File: src/rtl/lcd_scanout.sv
// lcd_scanout: VGA-timed scan-out of the 2bpp LCD framebuffer with integer
// upscaling, centred in the active area behind a black border.
module lcd_scanout #(
  parameter int H_ACTIVE = 640,
  parameter int H_FP     = 16,
  parameter int H_SYNC   = 96,
  parameter int H_BP     = 48,
  parameter int V_ACTIVE = 480,
  parameter int V_FP     = 10,
  parameter int V_SYNC   = 2,
  parameter int V_BP     = 33,
  parameter int SCALE    = 3,
  parameter int X_OFF    = 80,
  parameter int Y_OFF    = 24,
  parameter int FB_W     = 160,
  parameter int FB_H     = 144
) (
  input  logic        clk,
  input  logic        rst_n,
  input  logic        pix_en,
  output logic [15:0] fb_a,
  output logic        fb_rd,
  input  logic [1:0]  fb_dout,
  output logic        hsync,
  output logic        vsync,
  output logic        de,
  output logic [11:0] rgb,
  output logic        vblank,
  output logic        frame_start
);

  localparam int H_TOTAL = H_ACTIVE + H_FP + H_SYNC + H_BP;
  localparam int V_TOTAL = V_ACTIVE + V_FP + V_SYNC + V_BP;
  localparam int HCW     = $clog2(H_TOTAL);
  localparam int VCW     = $clog2(V_TOTAL);
  localparam int SW      = (SCALE > 1) ? $clog2(SCALE) : 1;
  localparam int SXW     = (FB_W > 1) ? $clog2(FB_W) : 1;

  localparam logic [HCW-1:0] H_LAST = HCW'(H_TOTAL - 1);
  localparam logic [HCW-1:0] H_ACT  = HCW'(H_ACTIVE);
  localparam logic [HCW-1:0] HS_BEG = HCW'(H_ACTIVE + H_FP);
  localparam logic [HCW-1:0] HS_END = HCW'(H_ACTIVE + H_FP + H_SYNC - 1);
  localparam logic [HCW-1:0] IX_BEG = HCW'(X_OFF);
  localparam logic [HCW-1:0] IX_END = HCW'(X_OFF + SCALE * FB_W - 1);
  localparam logic [VCW-1:0] V_LAST = VCW'(V_TOTAL - 1);
  localparam logic [VCW-1:0] V_ACT  = VCW'(V_ACTIVE);
  localparam logic [VCW-1:0] VS_BEG = VCW'(V_ACTIVE + V_FP);
  localparam logic [VCW-1:0] VS_END = VCW'(V_ACTIVE + V_FP + V_SYNC - 1);
  localparam logic [VCW-1:0] IY_BEG = VCW'(Y_OFF);
  localparam logic [VCW-1:0] IY_END = VCW'(Y_OFF + SCALE * FB_H - 1);
  localparam logic [SW-1:0]  SUB_LAST = SW'(SCALE - 1);
  localparam logic [15:0]    ROW_STEP = 16'(FB_W);

  function automatic logic [11:0] pal(input logic [1:0] shade);
    logic [11:0] c;
    case (shade)
      2'd0:    c = 12'hEFD;
      2'd1:    c = 12'h9B7;
      2'd2:    c = 12'h465;
      2'd3:    c = 12'h132;
      default: c = 12'h000;
    endcase
    return c;
  endfunction

  logic [HCW-1:0] hc_r, hc_nxt_s;
  logic [VCW-1:0] vc_r, vc_nxt_s;
  logic [SW-1:0]  csub_r, csub_nxt_s, rsub_r, rsub_nxt_s;
  logic [SXW-1:0] sx_r, sx_nxt_s;
  logic [15:0]    rbase_r, rbase_nxt_s;
  logic           first_r;
  logic           img1_r, de1_r, hs1_r, vs1_r;

  logic h_wrap_s, v_wrap_s, ix_s, iy_s;
  logic de_raw_s, hs_raw_s, vs_raw_s, img_raw_s;

  // Raw timing flags decoded from the current counter values
  always_comb begin
    h_wrap_s  = (hc_r == H_LAST);
    v_wrap_s  = h_wrap_s && (vc_r == V_LAST);
    ix_s      = (hc_r >= IX_BEG) && (hc_r <= IX_END);
    iy_s      = (vc_r >= IY_BEG) && (vc_r <= IY_END);
    de_raw_s  = (hc_r < H_ACT) && (vc_r < V_ACT);
    hs_raw_s  = !((hc_r >= HS_BEG) && (hc_r <= HS_END));
    vs_raw_s  = !((vc_r >= VS_BEG) && (vc_r <= VS_END));
    img_raw_s = ix_s && iy_s;
  end

  // Next-state for timing counters and the divider-free address walkers
  always_comb begin
    hc_nxt_s    = hc_r;
    vc_nxt_s    = vc_r;
    csub_nxt_s  = csub_r;
    sx_nxt_s    = sx_r;
    rsub_nxt_s  = rsub_r;
    rbase_nxt_s = rbase_r;
    if (pix_en) begin
      if (h_wrap_s) begin
        hc_nxt_s = '0;
        if (v_wrap_s) begin
          vc_nxt_s = '0;
        end else begin
          vc_nxt_s = vc_r + VCW'(1);
        end
      end else begin
        hc_nxt_s = hc_r + HCW'(1);
      end

      if (hc_r == IX_END) begin
        csub_nxt_s = '0;
        sx_nxt_s   = '0;
      end else if (ix_s) begin
        if (csub_r == SUB_LAST) begin
          csub_nxt_s = '0;
          sx_nxt_s   = sx_r + SXW'(1);
        end else begin
          csub_nxt_s = csub_r + SW'(1);
        end
      end else begin
        csub_nxt_s = csub_r;
      end

      // Clearing on the last image line keeps rbase inside the framebuffer
      if (v_wrap_s) begin
        rsub_nxt_s  = '0;
        rbase_nxt_s = 16'h0000;
      end else if (h_wrap_s && iy_s) begin
        if (vc_r == IY_END) begin
          rsub_nxt_s  = '0;
          rbase_nxt_s = 16'h0000;
        end else if (rsub_r == SUB_LAST) begin
          rsub_nxt_s  = '0;
          rbase_nxt_s = rbase_r + ROW_STEP;
        end else begin
          rsub_nxt_s = rsub_r + SW'(1);
        end
      end else begin
        rsub_nxt_s = rsub_r;
      end
    end else begin
      hc_nxt_s = hc_r;
    end
  end

  // Counter and address-walker state
  always_ff @(posedge clk or negedge rst_n) begin
    if (!rst_n) begin
      hc_r    <= '0;
      vc_r    <= '0;
      csub_r  <= '0;
      sx_r    <= '0;
      rsub_r  <= '0;
      rbase_r <= 16'h0000;
    end else begin
      hc_r    <= hc_nxt_s;
      vc_r    <= vc_nxt_s;
      csub_r  <= csub_nxt_s;
      sx_r    <= sx_nxt_s;
      rsub_r  <= rsub_nxt_s;
      rbase_r <= rbase_nxt_s;
    end
  end

  // Stage 1 fetch/raw flags and stage 2 palette with aligned syncs
  always_ff @(posedge clk or negedge rst_n) begin
    if (!rst_n) begin
      fb_a   <= 16'h0000;
      img1_r <= 1'b0;
      de1_r  <= 1'b0;
      hs1_r  <= 1'b1;
      vs1_r  <= 1'b1;
      hsync  <= 1'b1;
      vsync  <= 1'b1;
      de     <= 1'b0;
      rgb    <= 12'h000;
    end else if (pix_en) begin
      if (img_raw_s) begin
        fb_a <= rbase_r + 16'(sx_r);
      end
      img1_r <= img_raw_s;
      de1_r  <= de_raw_s;
      hs1_r  <= hs_raw_s;
      vs1_r  <= vs_raw_s;
      hsync  <= hs1_r;
      vsync  <= vs1_r;
      de     <= de1_r;
      rgb    <= (img1_r && de1_r) ? pal(fb_dout) : 12'h000;
    end
  end

  // Single-clk strobes; the first strobe after reset counts as a frame start
  always_ff @(posedge clk or negedge rst_n) begin
    if (!rst_n) begin
      fb_rd       <= 1'b0;
      frame_start <= 1'b0;
      first_r     <= 1'b1;
      vblank      <= 1'b0;
    end else begin
      fb_rd       <= pix_en && img_raw_s;
      frame_start <= pix_en && (v_wrap_s || first_r);
      first_r     <= pix_en ? 1'b0 : first_r;
      vblank      <= (vc_nxt_s >= V_ACT);
    end
  end

endmodule

File: config.mk
export PLATFORM = sky130hd
export DESIGN_NAME = lcd_scanout
export DESIGN_NICKNAME = d
export VERILOG_FILES = /design/src/rtl/lcd_scanout.sv
export SDC_FILE = /design/constraint.sdc
export NUM_CORES = 1
export LEC_CHECK = 0
export ABC_AREA = 1
export BUFFER_PORTS_ARGS = -buffer_cell sky130_fd_sc_hd__buf_2
export CAP_MARGIN = 25
export CELL_PAD_IN_SITES_DETAIL_PLACEMENT = 1
export CELL_PAD_IN_SITES_GLOBAL_PLACEMENT = 2
export CORE_MARGIN = 8
export CORE_UTILIZATION = 35
export DETAILED_ROUTE_END_ITERATION = 10
export GPL_TIMING_DRIVEN = 0
export PLACE_DENSITY = 0.75
export REMOVE_ABC_BUFFERS = 1
export SLEW_MARGIN = 20
export SYNTH_ARGS = -nofsm -noshare
export SYNTH_HDL_FRONTEND = slang
export SYNTH_SLANG_ARGS = --single-unit
File: constraint.sdc
create_clock -name clk -period 4.6 [get_ports clk]
set_clock_uncertainty 0.15 [all_clocks]
set_input_delay 0.46 -clock clk [delete_from_list [all_inputs] [get_ports clk]]
set_output_delay 0.46 -clock clk [all_outputs]
set_load 0.03 [all_outputs]
==> metrics.md <==
| Metric | Value |
|---|---|
| CP endpoint kind | `register` |
| Max Slew Vio Count | `0` |
| Die area | `15800 um^2` |
| Peak supply drop | `0.144 mV` |
| Wire length per cell | `15.1 um` |
| Residual DRC | `0` |
| Initial antenna violation count | `0` |
| IO Count | `39` |
| Warnings, synthesis | `0` |
| Total GRT Usage | `14.5%` |
| Routed via count | `3483` |
| Ys flop type | `dfrtp_1` |
| Final nets | `559` |
| GR Overflow Total | `0` |
| Commonest non-fill, non-tap cell in the layout | `nand2_1` |
| Reg2reg path depth | `8` |
| Layout area overhead | `14.8%` |
| CP Class | `register to register` |
| 1st-iter DRT viols | `80` |
| Crit path cell chain | `ha_1 -> inv_1 -> nor3_1 -> nand4_1 -> nand3_2 -> nand3_4 -> nand2_1 -> o21ai_2` |
| Outcome | `finished clean` |
| Count of final setup violators | `0` |
| CTS tree | `built` |
| Post-layout util | `40.7%` |
| Die Height | `126 um` |
| PortBufs | `38` |
| Worst-path clk slew | `0.06 ns` |
| Mapped Cells | `510` |
| Post-DP HPWL | `7.48 mm` |
| Placeable Area | `11900 um^2` |
| #FFs+latches synth | `77` |
| Diodes inserted | `0` |
| Final hold vios | `0` |
| Normalized max-slew margin | `47.8%` |
| CTS buffer count | `9` |
| Final WS setup | `1.75 ns` |
| Critical path destination | `rbase_r[8]` |
| Sequential area share after synthesis | `45.8%` |
| FFs w/ async S/R, synth | `100%` |
| Fmax | `350 MHz` |
| CP startpoint | `vc_r[0]` |
| Worst-Margin Slew | `0.781 ns` |
| Largest stage delay, worst path | `0.67 ns` |
| Vias in the first global route | `3768` |
| Fin cells | `697` |
| Post-CTS Setup Bufs | `0` |
| Peak fanout along the critical path | `22` |
| Remaining antenna violation count after routing | `0` |
| Clock buffer depth | `2` |
| Largest net degree at the start of global routing | `53` |
| Multi-input logic area | `1950 um^2` |
| CP max stage cell | `nand4_1` |
| Synth unique cells | `42` |
| Crit path launch type | `register` |
| Row Count | `40` |
| Clk_lat worst skew | `0.35 ns` |
| Layout cells sized above 1 | `21.5%` |
| First-pass GRT wire length | `18.5 mm` |
| Syn Std Cell Area | `4220 um^2` |
| Crit path time final | `2.85 ns` |
| RR Endpoint | `rbase_r[8]` |
| Avg Cell Area, Syn | `8.28 um^2` |
| Placed Cells | `680` |
| EDFF count, synth | `0` |
| R2R Path Start | `vc_r[0]` |
| Maxcap violations | `0` |
| Critical Path RT | `4.68 ns` |
| RSZ-0062 raised after global routing | `false` |
| PD cells | `393 nW/um^2` |
| H-tree depth | `3` |
| Initial Util | `35.5%` |
| DIE WIDTH | `126 um` |
| Hold Path Class | `input port to register` |
| Clk root buf | `clkbuf_16` |
| Final hold slack | `0.152 ns` |
| Drt pass-1 iters | `4` |
| CTS sink cnt | `77` |
| Commonest cells after routing, fill and taps aside | `nand2_1 (132), dfrtp_1 (72), inv_1 (48), buf_2 (37), nand3_1 (35)` |
| LEAKAGE | `2.41 nW` |
| Arrival @ worst endpoint | `2.93 ns` |
| Storage element area | `1930 um^2` |
| Final worst-path cycle share | `62.0%` |
| Setup slack, reg-to-reg | `1.75 ns` |
| Post-Route WL | `10.5 mm` |
| Vias per cell | `5.00` |
| Pre-CTS setup slack | `1.73 ns` |
| Setup TNS | `0 ns` |
| Gpl congestion | `0.800` |
| FILL cells | `1454` |
[Yosys cell counts (3+ instances only)]
cell | n | area (um^2)
nor2_1 | 31 | 116
nand2_2 | 14 | 87.6
inv_2 | 11 | 41.3
nor3_1 | 13 | 65.1
buf_2 | 3 | 15.0
xnor2_1 | 5 | 43.8
o31ai_1 | 7 | 52.6
nor2_2 | 6 | 37.5
buf_4 | 8 | 60.1
dfrtp_1 | 72 | 1800
or2_2 | 4 | 25.0
o21ai_0 | 16 | 80.1
nor2_4 | 4 | 45.0
ha_1 | 9 | 113
nand4_1 | 18 | 113
o21ai_1 | 9 | 45.0
nand2_1 | 132 | 495
xor2_1 | 9 | 78.8
buf_6 | 3 | 33.8
o21ai_2 | 12 | 105
a21oi_1 | 11 | 55.1
nand3_1 | 35 | 175
dfstp_2 | 5 | 131
inv_1 | 48 | 180
[per-stage QoR]
stage | cell area, um^2 | total power [mW]
floorplan | 4110 | 1.03
detailed placement | 4510 | 1.13
finish | 4850 | 1.91
global route | 4850 | 2.00
CTS | 4850 | 1.93
global placement | 4480 | 1.11
[metal layers]
| metal | up-vias | GRT usage [%] | part of all wire (%) |
|---|---|---|---|
| met5 | - | 0 | 0 |
| met3 | 14 | 2.87 | 2.7 |
| met2 | 31 | 24.6 | 50 |
| li1 | 1733 | - | - |
| met1 | 1705 | 17.2 | 45 |
| met4 | 0 | 7.43 | 2.3 |
[state kept, by name, summed over array words and instances, names as in the netlist, 2 cells and up]
name     flops
vc_r        10
rsub_r       2
hc_r        10
rbase_r     11
fb_a        16
sx_r         8
rgb          7
csub_r       2
[layout make-up]
class                      count  share of cell area (%)
clock buffer                  12                    5.29
sequential                    77                    39.9
inverter                      59                    4.57
multi-input combinational    358                    40.3
timing repair buffer          40                    4.75
tap                          147                    3.79
clock inverter                 4                    1.45
[timing repair]
action / CTS / global route
gates resized for setup: 0 / 0
hold buffers: 1 / 0
endpoints found under the hold margin: 22 / 0
[critical path, delay by kind of cell, from the launching register on]
kind / cells / cell delay [ns]
compound gates: 1 / 0.06
fa+ha+maj: 1 / 0.25
simple gates: 5 / 1.77
buf+inv: 1 / 0.08
flops: 1 / 0.41
[how the worst min path moves through the flow]
stage	endpoint	slack, ns	start	cells past startpoint
finish	rgb[9]	0.15	fb_dout[1]	2
global route	rgb[9]	0.16	fb_dout[1]	2
CTS	rgb[9]	0.14	fb_dout[1]	2
detailed placement	fb_a[4]	0.26	rst_n	1
global placement	first_r	0.29	first_r	2
floorplan	csub_r[0]	0.01	rst_n	0
[kinds of logic (layout without fill, tap and decap cells)]
group / Yosys count / count (layout) / share of synthesized area (%)
XOR/XNOR: 14 / 14 / 2.90
buffers and inverters: 75 / 115 / 8.00
AND/OR/NAND/NOR: 266 / 266 / 29.8
flip-flops: 77 / 77 / 45.8
AO/OA/AOI/OAI: 69 / 69 / 10.9
adder cells (fa/ha/maj): 9 / 9 / 2.67
[where the power goes]
group	switching, mW	total [mW]	internal (mW)	leakage [nW]
Combinational	0.192	0.288	0.0956	1.25
Clock	0.295	0.798	0.503	0.163
Sequential	0.0678	0.819	0.752	0.991
Total	0.554	1.91	1.35	2.41
(Power assumes the default switching activity.)
